[config.mk]
export PLATFORM = sky130hd
export DESIGN_NAME = job_sequencer_flat
export DESIGN_NICKNAME = d
export VERILOG_FILES = /design/src/rtl/job_sequencer_if.sv /design/src/rtl/job_sequencer.sv /design/src/flat_wrapper.sv
export SDC_FILE = /design/constraint.sdc
export NUM_CORES = 1
export LEC_CHECK = 0
export CORE_MARGIN = 5
export CORE_UTILIZATION = 25
export CTS_BUF_LIST = sky130_fd_sc_hd__clkbuf_4
export CTS_CLUSTER_DIAMETER = 200
export DETAILED_ROUTE_END_ITERATION = 16
export PLACE_DENSITY = 0.41
export SYNTH_ARGS = -nofsm -noshare
export SYNTH_HDL_FRONTEND = slang
export SYNTH_SLANG_ARGS = --single-unit
[constraint.sdc]
create_clock -name clk_i -period 3.4 [get_ports clk_i]
set_clock_uncertainty 0.05 [all_clocks]
set_input_delay 0.68 -clock clk_i [delete_from_list [all_inputs] [get_ports clk_i]]
set_output_delay 0.68 -clock clk_i [all_outputs]
set_load 0.1 [all_outputs]
[src/rtl/job_sequencer_if.sv]
// Handshake bundle between a run requester and job_sequencer.
//   master : drives go/mode/ch_en and the engine done flags, observes status
//   slave  : the sequencer itself
//   go, mode, ch_en : run request, dispatch mode (0 serial, 1 parallel), channel mask
//   ch_start        : start pulses to the engines
//   ch_done         : engine done flags (level or pulse)
//   busy, seq_done  : run in progress / one-cycle end-of-run pulse
//   timeout         : sticky abort flag
//   done_mask       : sticky per-channel completion
//   cycle_cnt       : saturating run-length counter
interface job_sequencer_if #(
    parameter int unsigned NUM_CH = 4,
    parameter int unsigned CNT_W  = 16
);
    logic              go;
    logic              mode;
    logic [NUM_CH-1:0] ch_en;
    logic [NUM_CH-1:0] ch_start;
    logic [NUM_CH-1:0] ch_done;
    logic              busy;
    logic              seq_done;
    logic              timeout;
    logic [NUM_CH-1:0] done_mask;
    logic [CNT_W-1:0]  cycle_cnt;

    modport master (
        output go, mode, ch_en, ch_done,
        input  ch_start, busy, seq_done, timeout, done_mask, cycle_cnt
    );

    modport slave (
        input  go, mode, ch_en, ch_done,
        output ch_start, busy, seq_done, timeout, done_mask, cycle_cnt
    );
endinterface

[src/rtl/job_sequencer.sv]
// Run controller issuing start pulses to NUM_CH engines and collecting their done
// flags, in serial (ascending index) or parallel dispatch, with a per-dispatch
// watchdog and a saturating run-cycle counter. All outputs are registered.
//   clk_i   : clock, rising edge
//   rst_i   : synchronous active-high reset (aborts a run without seq_done)
//   ctrl_io : job_sequencer_if slave modport carrying request, engine and status signals
module job_sequencer #(
    parameter int unsigned NUM_CH  = 4,
    parameter int unsigned PULSE_W = 1,
    parameter int unsigned TIMEOUT = 350,
    parameter int unsigned CNT_W   = 16
) (
    input  logic            clk_i,
    input  logic            rst_i,
    job_sequencer_if.slave  ctrl_io
);

    localparam int unsigned WcW = $clog2(TIMEOUT + 1);
    localparam int unsigned PcW = (PULSE_W > 1) ? $clog2(PULSE_W) : 1;

    typedef enum logic [1:0] {StIdle, StPulse, StWait, StFinish} state_e;

    state_e            state_q;
    logic [NUM_CH-1:0] mask_q, cur_q, ch_start_q, done_mask_q;
    logic              mode_q, busy_q, seq_done_q, timeout_q;
    logic [CNT_W-1:0]  cycle_cnt_q;
    logic [WcW-1:0]    wcnt_q;
    logic [PcW-1:0]    pcnt_q;

    logic [NUM_CH-1:0] active, dm_next, remaining, first_ch, next_ch;
    logic              chan_done, cnt_sat;
    logic [WcW-1:0]    wcnt_inc;

    function automatic logic [NUM_CH-1:0] lowest(input logic [NUM_CH-1:0] v);
        logic [NUM_CH-1:0] res;
        logic              found;
        res   = '0;
        found = 1'b0;
        for (int i = 0; i < NUM_CH; i++) begin
            if (v[i] && !found) begin
                res[i] = 1'b1;
                found  = 1'b1;
            end
        end
        return res;
    endfunction

    always_comb begin
        active = '0;
        if (state_q == StPulse || state_q == StWait) begin
            // Only dispatched, still-pending channels may record a done.
            active = (mode_q ? mask_q : cur_q) & ~done_mask_q;
        end
        dm_next   = done_mask_q | (ctrl_io.ch_done & active);
        remaining = mask_q & ~dm_next;
        chan_done = mode_q ? (dm_next == mask_q) : ((cur_q & ~dm_next) == '0);
        wcnt_inc  = wcnt_q + 1'b1;
        cnt_sat   = &cycle_cnt_q;
        first_ch  = lowest(ctrl_io.ch_en);
        next_ch   = lowest(remaining);
    end

    always_ff @(posedge clk_i) begin
        if (rst_i) begin
            state_q     <= StIdle;
            mask_q      <= '0;
            cur_q       <= '0;
            mode_q      <= 1'b0;
            ch_start_q  <= '0;
            done_mask_q <= '0;
            busy_q      <= 1'b0;
            seq_done_q  <= 1'b0;
            timeout_q   <= 1'b0;
            cycle_cnt_q <= '0;
            wcnt_q      <= '0;
            pcnt_q      <= '0;
        end else begin
            unique case (state_q)
                StIdle: begin
                    if (ctrl_io.go) begin
                        mask_q      <= ctrl_io.ch_en;
                        mode_q      <= ctrl_io.mode;
                        cur_q       <= first_ch;
                        done_mask_q <= '0;
                        timeout_q   <= 1'b0;
                        cycle_cnt_q <= CNT_W'(1);
                        wcnt_q      <= '0;
                        pcnt_q      <= '0;
                        if (ctrl_io.ch_en == '0) begin
                            state_q    <= StFinish;
                            seq_done_q <= 1'b1;
                        end else begin
                            state_q    <= StPulse;
                            busy_q     <= 1'b1;
                            ch_start_q <= ctrl_io.mode ? ctrl_io.ch_en : first_ch;
                        end
                    end
                end
                StPulse, StWait: begin
                    done_mask_q <= dm_next;
                    wcnt_q      <= wcnt_inc;
                    if (!cnt_sat) begin
                        cycle_cnt_q <= cycle_cnt_q + 1'b1;
                    end
                    // A done landing on the timeout cycle takes priority.
                    if (chan_done && (mode_q || remaining == '0)) begin
                        state_q    <= StFinish;
                        ch_start_q <= '0;
                        busy_q     <= 1'b0;
                        seq_done_q <= 1'b1;
                    end else if (chan_done) begin
                        state_q    <= StPulse;
                        cur_q      <= next_ch;
                        ch_start_q <= next_ch;
                        wcnt_q     <= '0;
                        pcnt_q     <= '0;
                    end else if (wcnt_inc == WcW'(TIMEOUT)) begin
                        state_q    <= StFinish;
                        ch_start_q <= '0;
                        busy_q     <= 1'b0;
                        seq_done_q <= 1'b1;
                        timeout_q  <= 1'b1;
                    end else if (state_q == StPulse) begin
                        if (pcnt_q == PcW'(PULSE_W - 1)) begin
                            state_q    <= StWait;
                            ch_start_q <= '0;
                        end else begin
                            pcnt_q <= pcnt_q + 1'b1;
                        end
                    end
                end
                StFinish: begin
                    seq_done_q <= 1'b0;
                    state_q    <= StIdle;
                end
                default: state_q <= StIdle;
            endcase
        end
    end

    assign ctrl_io.ch_start  = ch_start_q;
    assign ctrl_io.busy      = busy_q;
    assign ctrl_io.seq_done  = seq_done_q;
    assign ctrl_io.timeout   = timeout_q;
    assign ctrl_io.done_mask = done_mask_q;
    assign ctrl_io.cycle_cnt = cycle_cnt_q;

endmodule
[src/flat_wrapper.sv]
// flat-port wrapper written by rule: the top's interface ports become plain ports
module job_sequencer_flat 
#(
    parameter int unsigned NUM_CH  = 4,
    parameter int unsigned PULSE_W = 1,
    parameter int unsigned TIMEOUT = 350,
    parameter int unsigned CNT_W   = 16
)
  (clk_i, rst_i, ctrl_io_go, ctrl_io_mode, ctrl_io_ch_en, ctrl_io_ch_done, ctrl_io_ch_start, ctrl_io_busy, ctrl_io_seq_done, ctrl_io_timeout, ctrl_io_done_mask, ctrl_io_cycle_cnt);
  job_sequencer_if #(.NUM_CH(NUM_CH), .CNT_W(CNT_W)) ctrl_io_i ();
  input  logic clk_i;
  input  logic rst_i;
  input wire logic [$bits(ctrl_io_i.go)-1:0] ctrl_io_go;
  input wire logic [$bits(ctrl_io_i.mode)-1:0] ctrl_io_mode;
  input wire logic [$bits(ctrl_io_i.ch_en)-1:0] ctrl_io_ch_en;
  input wire logic [$bits(ctrl_io_i.ch_done)-1:0] ctrl_io_ch_done;
  output wire logic [$bits(ctrl_io_i.ch_start)-1:0] ctrl_io_ch_start;
  output wire logic [$bits(ctrl_io_i.busy)-1:0] ctrl_io_busy;
  output wire logic [$bits(ctrl_io_i.seq_done)-1:0] ctrl_io_seq_done;
  output wire logic [$bits(ctrl_io_i.timeout)-1:0] ctrl_io_timeout;
  output wire logic [$bits(ctrl_io_i.done_mask)-1:0] ctrl_io_done_mask;
  output wire logic [$bits(ctrl_io_i.cycle_cnt)-1:0] ctrl_io_cycle_cnt;
  assign ctrl_io_i.go = ctrl_io_go;
  assign ctrl_io_i.mode = ctrl_io_mode;
  assign ctrl_io_i.ch_en = ctrl_io_ch_en;
  assign ctrl_io_i.ch_done = ctrl_io_ch_done;
  assign ctrl_io_ch_start = ctrl_io_i.ch_start;
  assign ctrl_io_busy = ctrl_io_i.busy;
  assign ctrl_io_seq_done = ctrl_io_i.seq_done;
  assign ctrl_io_timeout = ctrl_io_i.timeout;
  assign ctrl_io_done_mask = ctrl_io_i.done_mask;
  assign ctrl_io_cycle_cnt = ctrl_io_i.cycle_cnt;
  job_sequencer #(.NUM_CH(NUM_CH), .PULSE_W(PULSE_W), .TIMEOUT(TIMEOUT), .CNT_W(CNT_W)) u_core (.clk_i(clk_i), .rst_i(rst_i), .ctrl_io(ctrl_io_i));
endmodule
==> run metrics <==
run status=finished, final reports clean; CP max stage cell=ha_2; Yosys cell types=51; syn_nets=~370; CTS tree=built; Total Neg Setup Slack=0 ns; Seq/Total Area, Yosys=between 30% and 40%; Post-Route WL=between 7000 and 8000 um; clk_lat worst skew=0.36 ns; cell area after synthesis=roughly 0.0027 mm2; Max Cap Viol=0; CP max stage delay=around 0.44 ns; Reg2Reg Depth=13; ys async rst share=0%; WL met3=about 320 um; worst-margin pin slew=0.6504 ns; Power Density=between 700 and 800 mW/mm2; crit path time final=between 3 and 4 ns; vias per cell=about 5; final-report setup violation count=0; global-route usage over all layers=between 10% and 20%; fill count=approximately 1.2k; r2r endpoint=u_core.cur_q[3]; slew margin rel.=56.24%; CP max FO=13; HP Start=u_core.ctrl_io.ch_start[3]; floorplan core area=0.01070 mm2; critical path type=reg2reg; Met2 Wirelength=3987 um; H-tree level count=2; initial DRC count=around 170; clk sink count=47; hold depth=2; Primary FF master, synth=dfxtp_1; Num CTS Buffers=5; CTS root buffer=clkbuf_4; Hold Crit Endpoint=u_core.ctrl_io.ch_start[3]; antenna cells=0; number of flops mapped to enable cells by yosys=0; die area=roughly 0.013 mm2; Layout Cells excl Fill=between 500 and 600; GR Overflow Total=0; Post-DRT Antenna Nets=0; Vias=2646; Setup crit start=u_core.state_q[1]; Worst-path clk slew=0.15 ns; hpwl dp=between 6000 and 7000 um; crit end category=flip-flop; layout cells sized above 1=between 10% and 20%; Final Max Slew Viols=0; Synth-to-Final Area Change=20.29%; post_cts resized=0; FMAX=about 0.33 GHz; reg-to-reg slack, setup=0.39 ns; Leakage=1.215 nW; I/O pin count=39; hold buffers post-CTS=0; Synth warnings=0; Tcrit/Tclk final=roughly nine tenths; first-pass GRT wire length=approximately 13000 um; postcts setup bufs=0; Initial Utilization=about a quarter; synthesized flop and latch total=between 40 and 50; post-synthesis cell count=349; RR Startpoint=u_core.state_q[1]; drt wl/cell=about 15 um; Hold Vio Cnt, Final=0; DRC=0; number of port buffers=38; peak supply drop=between 300 and 400 uV; Pre-antenna DRT Iters=4; met1 wire length=3598 um; Final Power=2.300 mW; Util after Layout=~30%; largest net degree at the start of global routing=23; RSZ-0062 raised after global routing=false; WP data arrival=3.22 ns; Setup crit start kind=flip-flop; routability cong.=a little over 0.8; Syn Area/Cell=7.740 um2; CTS Buffer Depth=2; placed cells=approximately 520; Worst Path Required=3.62 ns; row cnt=38; chip height=114.0 um; vias in the first global route=2569; Nets=~410; Die W=around 110 um; Max Used Layer=met4; Hold Crit Class=reg2reg; initial antenna violation count=0; cells along the critical path=inv_1 > ha_2 > nand2_1 > nor2_1 > nor2_1 > ha_1 > nor4_2 > nor2_1 > a41o_1 > buf_4 > nand2_1 > nand2_1 > and3_1
[state kept, by name, summed over array words and instances (netlist names)]
signal	flops
u_core.ctrl_io.busy	1
u_core.ctrl_io.ch_start	4
u_core.ctrl_io.cycle_cnt	16
u_core.ctrl_io.done_mask	4
u_core.ctrl_io.seq_done	1
u_core.ctrl_io.timeout	1
u_core.cur_q	4
u_core.mask_q	4
u_core.mode_q	1
u_core.state_q	2
u_core.wcnt_q	9
[cells in the final DEF, fill, tap and decap left out, types with 2 or more instances in the layout]
cell type,count
mux2i_1,5
clkbuf_4,5
nand4_1,11
o21ai_0,20
ha_1,11
a22oi_1,4
a32oi_1,2
and2_1,2
and4_1,4
nand2b_1,6
o22ai_1,2
dfxtp_1,47
o21ai_1,3
nand4b_1,3
nand2_1,35
a31oi_1,5
nor2b_1,7
o311ai_1,2
and4b_1,2
and3_1,5
inv_1,9
nand3b_1,2
xnor2_1,3
a311o_1,2
nor2_1,46
buf_4,35
xor2_1,11
o211ai_1,3
or3_1,4
nor3_1,7
a21oi_1,28
clkdlybuf4s50_1,11
nand3_1,21
o31ai_1,2
[worst max-delay path by stage]
stage / slack [ns] / to / cells after the start
after global routing: 0.05 / u_core.cur_q[2] / 13
after floorplan: 0.33 / u_core.wcnt_q[3] / 13
after global placement: 0.15 / u_core.cur_q[3] / 12
final: 0.39 / u_core.cur_q[3] / 13
after CTS: 0.21 / u_core.cur_q[3] / 13
after detailed placement: 0.09 / u_core.cur_q[3] / 12
[where the power goes]
group / total (mW) / switching [mW] / internal [mW]
sequential: 0.707 / 0.0780 / 0.629
combinational: 1.25 / 0.864 / 0.388
clock: 0.342 / 0.190 / 0.152
total: 2.30 / 1.13 / 1.17
[synth_stat cells (6+ instances only)]
| cell | n | area (um2) |
|---|---|---|
| nor3_1 | 7 | 35.03 |
| nor2b_1 | 7 | 43.79 |
| xor2_1 | 11 | 96.34 |
| inv_1 | 9 | 33.78 |
| nor2_1 | 46 | 172.7 |
| dfxtp_1 | 47 | 940.9 |
| ha_1 | 12 | 150.1 |
| o21ai_0 | 20 | 100.1 |
| nand3_1 | 21 | 105.1 |
| a21oi_1 | 28 | 140.1 |
| nand2b_1 | 6 | 37.54 |
| clkbuf_1 | 10 | 37.54 |
| nand4_1 | 11 | 68.82 |
| nand2_1 | 35 | 131.4 |
[layout make-up]
type / count / area (um2) / share of cell area, %
sequential: 47 / 940.9 / 28.96
tap: 140 / 175.2 / 5.391
multi-input combinational: 274 / 1647 / 50.67
inverter: 10 / 37.54 / 1.155
timing repair buffer: 46 / 372.9 / 11.47
clock buffer: 5 / 37.54 / 1.155
clock inverter: 3 / 38.79 / 1.194
[metal layers]
layer / vias to the layer above / global-route usage, %
met5: - / 0
met4: 0 / 2.692
met3: 4 / 2.387
met2: 48 / 21.62
met1: 1272 / 15.73
li1: 1322 / -
[stage by stage]
step / worst slack, ns / instance area [um2] / hold WS [ns]
after detailed placement: 0.08833 / 3164 / 0.4131
after global placement: 0.1477 / 3164 / 0.4105
after CTS: 0.2130 / 3241 / 0.4329
final: 0.3947 / 3249 / 0.4266
after global routing: 0.05389 / 3249 / 0.4608
after floorplan: 0.3315 / 2701 / 0.3946
[logic make-up after synthesis]
family,share of synthesized area (%)
AO/OA/AOI/OAI,18.57
adder cells (fa/ha/maj),5.558
XOR/XNOR,4.539
buffers and inverters,4.539
multiplexers,2.408
AND/OR/NAND/NOR,29.55
flip-flops,34.83
[worst max-delay path: cells and delay by family (launching register included)]
kind | cells | cell delay [ns]
simple gates | 8 | 1.03
compound gates | 1 | 0.43
buf+inv | 2 | 0.33
flops | 1 | 0.42
fa+ha+maj | 2 | 0.66
No activity file was read; power rests on OpenSTA's default activity.
